File: config.mk
export PLATFORM = sky130hd
export DESIGN_NAME = multicycle_controller
export DESIGN_NICKNAME = d
export VERILOG_FILES = /design/src/rtl/multicycle_controller.sv
export SDC_FILE = /design/constraint.sdc
export NUM_CORES = 1
export LEC_CHECK = 0
export CORE_UTILIZATION = 38
export CTS_CLUSTER_DIAMETER = 150
export DETAILED_ROUTE_END_ITERATION = 7
export DONT_BUFFER_PORTS = 1
export PLACE_DENSITY = 0.5
export SYNTH_ARGS = -nofsm -noshare
export SYNTH_HDL_FRONTEND = slang
export SYNTH_SLANG_ARGS = --single-unit
File: constraint.sdc
create_clock -name clk -period 2.7 [get_ports clk]
set_clock_uncertainty 0.2 [all_clocks]
set_input_delay 0.54 -clock clk [delete_from_list [all_inputs] [get_ports clk]]
set_output_delay 0.54 -clock clk [all_outputs]
set_load 0.005 [all_outputs]
File: src/rtl/multicycle_controller.sv
// multicycle_controller: sequencing FSM for the multicycle RV32I core, driving datapath enables and mux selects
module multicycle_controller #(
    parameter logic [3:0] RESET_STATE = 4'd0
) (
    input  logic       clk,
    input  logic       reset,
    input  logic [6:0] Op,
    input  logic       MemReady,
    output logic       PCUpdate,
    output logic       Branch,
    output logic       IRWrite,
    output logic       RegWrite,
    output logic       MemWrite,
    output logic       AdrSrc,
    output logic [1:0] ResultSrc,
    output logic [1:0] ALUSrcA,
    output logic [1:0] ALUSrcB,
    output logic [1:0] ALUOp,
    output logic [1:0] ImmSrc,
    output logic       Illegal,
    output logic [3:0] State
);
    localparam logic [3:0] S_FETCH    = 4'd0;
    localparam logic [3:0] S_DECODE   = 4'd1;
    localparam logic [3:0] S_MEMADR   = 4'd2;
    localparam logic [3:0] S_MEMREAD  = 4'd3;
    localparam logic [3:0] S_MEMWB    = 4'd4;
    localparam logic [3:0] S_MEMWRITE = 4'd5;
    localparam logic [3:0] S_EXECUTER = 4'd6;
    localparam logic [3:0] S_EXECUTEI = 4'd7;
    localparam logic [3:0] S_ALUWB    = 4'd8;
    localparam logic [3:0] S_BEQ      = 4'd9;
    localparam logic [3:0] S_JAL      = 4'd10;
    localparam logic [3:0] S_TRAP     = 4'd11;

    localparam logic [6:0] OP_LW   = 7'b0000011;
    localparam logic [6:0] OP_SW   = 7'b0100011;
    localparam logic [6:0] OP_R    = 7'b0110011;
    localparam logic [6:0] OP_I    = 7'b0010011;
    localparam logic [6:0] OP_BEQ  = 7'b1100011;
    localparam logic [6:0] OP_JAL  = 7'b1101111;

    logic [3:0] r_state;
    logic [3:0] w_next;

    always_ff @(posedge clk) begin
        r_state <= reset ? RESET_STATE : w_next;
    end

    always_comb begin
        w_next = S_FETCH;
        case (r_state)
            S_FETCH:    w_next = MemReady ? S_DECODE : S_FETCH;
            S_DECODE:   w_next = (Op == OP_LW || Op == OP_SW) ? S_MEMADR :
                                 (Op == OP_R)   ? S_EXECUTER :
                                 (Op == OP_I)   ? S_EXECUTEI :
                                 (Op == OP_BEQ) ? S_BEQ :
                                 (Op == OP_JAL) ? S_JAL : S_TRAP;
            S_MEMADR:   w_next = (Op == OP_LW) ? S_MEMREAD : S_MEMWRITE;
            S_MEMREAD:  w_next = MemReady ? S_MEMWB : S_MEMREAD;
            S_MEMWB:    w_next = S_FETCH;
            S_MEMWRITE: w_next = MemReady ? S_FETCH : S_MEMWRITE;
            S_EXECUTER: w_next = S_ALUWB;
            S_EXECUTEI: w_next = S_ALUWB;
            S_ALUWB:    w_next = S_FETCH;
            S_BEQ:      w_next = S_FETCH;
            S_JAL:      w_next = S_ALUWB;
            S_TRAP:     w_next = S_TRAP;
            default:    w_next = S_FETCH;
        endcase
    end

    // FETCH gates IR/PC loads on the handshake so a stalled fetch never advances the PC
    always_comb begin
        PCUpdate  = 1'b0;
        Branch    = 1'b0;
        IRWrite   = 1'b0;
        RegWrite  = 1'b0;
        MemWrite  = 1'b0;
        AdrSrc    = 1'b0;
        ResultSrc = 2'b00;
        ALUSrcA   = 2'b00;
        ALUSrcB   = 2'b00;
        ALUOp     = 2'b00;
        Illegal   = 1'b0;
        case (r_state)
            S_FETCH: begin
                ALUSrcB   = 2'b10;
                ResultSrc = 2'b10;
                IRWrite   = MemReady;
                PCUpdate  = MemReady;
            end
            S_DECODE: begin
                ALUSrcA = 2'b01;
                ALUSrcB = 2'b01;
            end
            S_MEMADR: begin
                ALUSrcA = 2'b10;
                ALUSrcB = 2'b01;
            end
            S_MEMREAD: AdrSrc = 1'b1;
            S_MEMWB: begin
                ResultSrc = 2'b01;
                RegWrite  = 1'b1;
            end
            S_MEMWRITE: begin
                AdrSrc   = 1'b1;
                MemWrite = 1'b1;
            end
            S_EXECUTER: begin
                ALUSrcA = 2'b10;
                ALUOp   = 2'b10;
            end
            S_EXECUTEI: begin
                ALUSrcA = 2'b10;
                ALUSrcB = 2'b01;
                ALUOp   = 2'b10;
            end
            S_ALUWB: RegWrite = 1'b1;
            S_BEQ: begin
                ALUSrcA = 2'b10;
                ALUOp   = 2'b01;
                Branch  = 1'b1;
            end
            S_JAL: begin
                ALUSrcA  = 2'b01;
                ALUSrcB  = 2'b10;
                PCUpdate = 1'b1;
            end
            S_TRAP: Illegal = 1'b1;
            default: ;
        endcase
    end

    // TRAP is absorbing, so deriving Illegal from the state keeps it sticky until reset
    assign ImmSrc = (Op == OP_SW)  ? 2'b01 :
                    (Op == OP_BEQ) ? 2'b10 :
                    (Op == OP_JAL) ? 2'b11 : 2'b00;
    assign State = r_state;
endmodule

## Word-level counts from Yosys, hierarchy flattened

Cells that the tools add are included.

| word-level totals | value |
|---|---|
| register bits after elaboration | 4 |
| input port bits | 10 |
| output and inout bits | 21 |
| logic and storage cells | 52 |

| cells by class | value |
|---|---|
| equality and inequality tests | 17 |
| multiplexer cells | 24 |
| reductions and logical operators | 10 |

Operators by type and width:

| operator | number |
|---|---|
| case mux 4 bit (7 select lines) | 1 |
| == test 4 x 3 -> 1 bit, second input constant | 4 |
| == test 4 bit, second input constant | 4 |
| case mux 2 bit (2 select lines) | 4 |
| == test 7 x 6 -> 1 bit, second input constant | 2 |
| == test 7 bit, second input constant | 2 |
| 2-to-1 mux 4 bit | 3 |
| OR reduction 2 bit | 5 |
| 2-to-1 mux 3 bit | 3 |
| == test 4 x 2 -> 1 bit, second input constant | 2 |
| 2-to-1 mux 1 bit | 8 |
| 2-to-1 mux 2 bit | 4 |
| == test 7 x 2 -> 1 bit, second input constant | 1 |
| == test 7 x 5 -> 1 bit, second input constant | 1 |
| OR reduction 3 bit | 2 |
| == test 4 x 1 -> 1 bit, second input constant | 1 |
| logical NOT 4 bit | 1 |
| OR reduction 4 bit | 1 |
| case mux 1 bit (2 select lines) | 1 |
| logical OR 1 bit | 1 |

## Logic depth before layout (Yosys ltp)

| logic depth | value |
|---|---|
| depth after elaboration | 7 |
| gate-level depth with buffers | 5 |
| gate-level depth less buffers | 4 |

## Worst setup path after synthesis

Ideal clock, no wire load.

| path | value |
|---|---|
| path kind | register -> output |
| from | register r_state[0] (netlist: State[0]) |
| to | output ALUOp[0] |
| arrival | 1.279 ns |
| required time | 1.960 ns |
| slack | 0.681 ns |
| stages on the path, launching flop included | 6 |
| buffers on the path | 2 |
| cells stage by stage | dfxtp_1 clkbuf_1 nor2b_1 nand2_1 nor2_1 buf_4 |

| between the ends | value |
|---|---|
| longest elaborated chain between the ends | 3 |
| elaborated cells on any way between the ends | 5 |
| those cells by class | eq/ne: 3; mux: 1; reduce/logical: 1 |

RTL lines:

| item | RTL line | text |
|---|---|---|
| from (decl) | 43 | `logic [3:0] r_state;` |
| from (signal assigned) | 47 | `r_state <= reset ? RESET_STATE : w_next;` |
| == test 4 x 3 -> 1 bit | 86 | `case (r_state)` |
| OR reduction 2 bit (no line) | - |  |
| case mux 2 bit (2 select lines) (*) | 86 |  |
| to (decl) | 18 | `output logic [1:0] ALUOp,` |

Mark *: on every way between the ends. The rest lies on a longest branch, timed or not.

## Final worst setup path

| path | value |
|---|---|
| from | register r_state[0] (netlist: State[0]) |
| to | output ALUSrcA[1] |

| between the ends | value |
|---|---|
| longest elaborated chain between the ends | 3 |
| elaborated cells on any way between the ends | 9 |
| those cells by class | eq/ne: 6; mux: 1; reduce/logical: 2 |

RTL lines:

| item | RTL line | text |
|---|---|---|
| == test 4 x 3 -> 1 bit (tied with other cells) | 86 |  |
| OR reduction 4 bit (no line) or OR reduction 2 bit (tied branches) | - |  |
| case mux 2 bit (2 select lines) (*) | 86 |  |
| to (decl) | 16 | `output logic [1:0] ALUSrcA,` |

Marked as above.

==> results by group <==
Run status
  • Outcome: finished clean

Synth
  • Mapped cell area: about 530 µm²
  • Average size of a mapped cell: roughly 6.4 µm²
  • Yosys warning count: 0
  • Post-synthesis cell count: slightly above 80
  • EDFF count, synth: 0
  • Synth top area cells: dfxtp_1, nand2b_1, nor3_1, nor2_1, a21oi_1
  • Commonest cells post-synth: nor2_1, nand2b_1, nor3_1, a21oi_1, nand2_1
  • Synth Register Bits: 4
  • Synth Net Count: between 90 and 100
  • Register area share after synthesis: 0.151
  • Count leader, synth: nor2_1
  • Synth top area share: 0.151
  • Area leader, netlist: dfxtp_1
  • Ys flop type: dfxtp_1
  • Ys async rst share: 0
  • Library cells used by synthesis: 32

Layout
  • Post-route cell area: 562 µm²
  • Post-Route Utilization: 0.432
  • # nets final: 94
  • Register area: 80.1 µm²
  • Max reg flops: 4
  • Fraction of layout cells with a size suffix above 1: 0.110
  • Fillers: between 150 and 200
  • Area occupied by multi-input gates: between 400 and 500 µm²
  • Ant. Diodes: 0
  • Area growth, synth to finish: 5.65%

STA
  • Fin. max-slew vios: 0
  • Slew headroom: 0.618
  • Final worst-path cycle share: 0.832
  • Setup violations, final: 0
  • Hold Vio Cnt, Final: 0
  • Setup_tns: 0 ps
  • Slew @ Worst Pin: ~570 ps
  • Final worst slack: roughly 450 ps
  • RSZ-0062 raised after global routing: false
  • Fmax: 0.445 GHz
  • Minimum clock period: between 2000 and 2500 ps

Worst setup path
  • CP Cell Sequence: nor2b_1 -> nand2_1 -> o22ai_1
  • FF-to-FF setup slack: ~910 ps
  • CP Data Arrival Time: about 1500 ps
  • Buffers plus inverters on the worst setup path: 0
  • Cell family with most CP delay: flip-flops
  • Crit path capture type: primary output
  • Crit path largest cell delay: around 560 ps
  • CP required: ~2000 ps
  • FF-to-FF End: State[1]$_SDFF_PP0_
  • Worst reg2reg startpoint: State[1]$_SDFF_PP0_
  • R2R cell count: 4
  • Critical Path Start Type: flip-flop
  • CP max stage cell: dfxtp_1
  • Maximum fanout along the worst path: 12
  • Critical path class: flip-flop to primary output

Detailed routing
  • Final wirelength: around 1.3 mm
  • Initial DRC count: 17
  • WL/cell: 13.7 µm
  • Routed vias: around 600
  • Detailed Routing Iterations Pass 1: 4
  • Post-route ant nets: 0
  • Via density: roughly 6.1
  • Remaining DRCs: 0

Clock network
  • Post-cts gate resize count: 0
  • CTS clk-pin slew, worst paths: around 40 ps
  • Number of buffers created by CTS: 3
  • Post CTS Setup Buffer Count: 0
  • Max Buffers Root-to-Sink: 2
  • CTS Hold Bufs: 0
  • Worst-Skew Late Latency: 240 ps
  • Root buffer cell: clkbuf_4
  • Clock sink total: 4
  • CTS tree: yes
  • Htree depth: 1

Floorplan
  • Die X: 39.4 µm
  • CORE AREA: about 1300 µm²
  • Die ar.: ~1600 µm²
  • Initial Util: 0.409
  • IO Pins: 31
  • Die Span Y: 39.4 µm
  • # rows: 13

Power
  • PwrDens: 952 nW/µm²
  • Leakage: between 0.2 and 0.25 nW
  • Peak supply drop: roughly 0.25 mV

Hold path
  • Worst Hold Launch: Op[4]
  • Hold Path Cell Cnt: 2
  • Worst Hold Class: primary input to flip-flop
  • Worst Hold End: State[2]$_SDFF_PP0_

Job
  • Max Cap Violations: 0

Global route
  • Initial antenna violation count: 0
  • Vias in the first global route: 498
  • Largest net degree at the start of global routing: 20
  • Gr usage total: 0.194
  • First-pass GRT wire length: about 2 mm
  • Overflow after GRT: 0

Place
  • Worst slack at placement: approximately 710 ps
  • Cell Area, Placed: between 500 and 600 µm²
  • Sum of net half-perimeters after detailed placement: roughly 990 µm
  • Port buffer count: 0
  • GPL Wtd Cong: between 0.7 and 0.8
layout make-up:
type	count	area share
sequential	4	0.143
inverter	2	0.0134
tap	15	0.0334
timing repair buffer	2	0.0267
clock buffer	3	0.0401
multi-input combinational	71	0.744
per-stage QoR:
step                std cells  hold WS (ps)  power, mW
global route               97           288      0.589
CTS                        97           274      0.538
floorplan                  83           470      0.400
global placement           94           527      0.465
detailed placement         94           530      0.459
finish                     97           277      0.535
worst max path at each step:
stage / start / end / slack (ps) / cells past startpoint
floorplan: State[0]$_SDFF_PP0_ / ALUOp[0] / 680 / 5
global placement: State[0]$_SDFF_PP0_ / ALUSrcA[1] / 710 / 3
detailed placement: State[1]$_SDFF_PP0_ / ALUSrcB[0] / 710 / 3
CTS: State[1]$_SDFF_PP0_ / ALUSrcB[0] / 440 / 3
global route: State[0]$_SDFF_PP0_ / Branch / 220 / 3
finish: State[0]$_SDFF_PP0_ / ALUSrcA[1] / 450 / 3
per-layer routing:
| layer | routed length, µm | global-route usage | up-vias | part of all wire |
|---|---|---|---|---|
| li1 | - | - | 300 | - |
| met1 | 573 | 0.228 | 263 | 0.43 |
| met2 | 633 | 0.316 | 26 | 0.48 |
| met3 | 113 | 0.0455 | 2 | 0.085 |
| met4 | 11 | 0.112 | 0 | 0.0083 |
| met5 | 0 | 0 | - | 0 |
power by group:
part	total, mW	internal, mW	switching, mW	leakage [nW]
Sequential	0.144	0.0807	0.0633	0.0327
Combinational	0.315	0.133	0.181	0.158
Clock	0.0764	0.0498	0.0265	0.0138
Total	0.535	0.264	0.271	0.204
cell usage in the layout, fill, tap and decap left out, types with 3 or more instances in the layout:
cell / n
nand2_1: 6
nor3_1: 8
nand2b_1: 8
nand3_1: 3
a21oi_1: 6
nor2b_1: 4
o21ai_0: 4
clkbuf_4: 3
dfxtp_1: 4
nor2_1: 9
and3_1: 3
kinds of logic (layout without fill, tap and decap cells):
family / after synthesis / in the layout / share of synthesized area
multiplexers: 2 / 2 / 0.0376
buffers and inverters: 8 / 7 / 0.0635
XOR/XNOR: 1 / 1 / 0.0165
AND/OR/NAND/NOR: 49 / 49 / 0.508
AO/OA/AOI/OAI: 19 / 19 / 0.224
flip-flops: 4 / 4 / 0.151
Power figures use the tool's default switching activity.
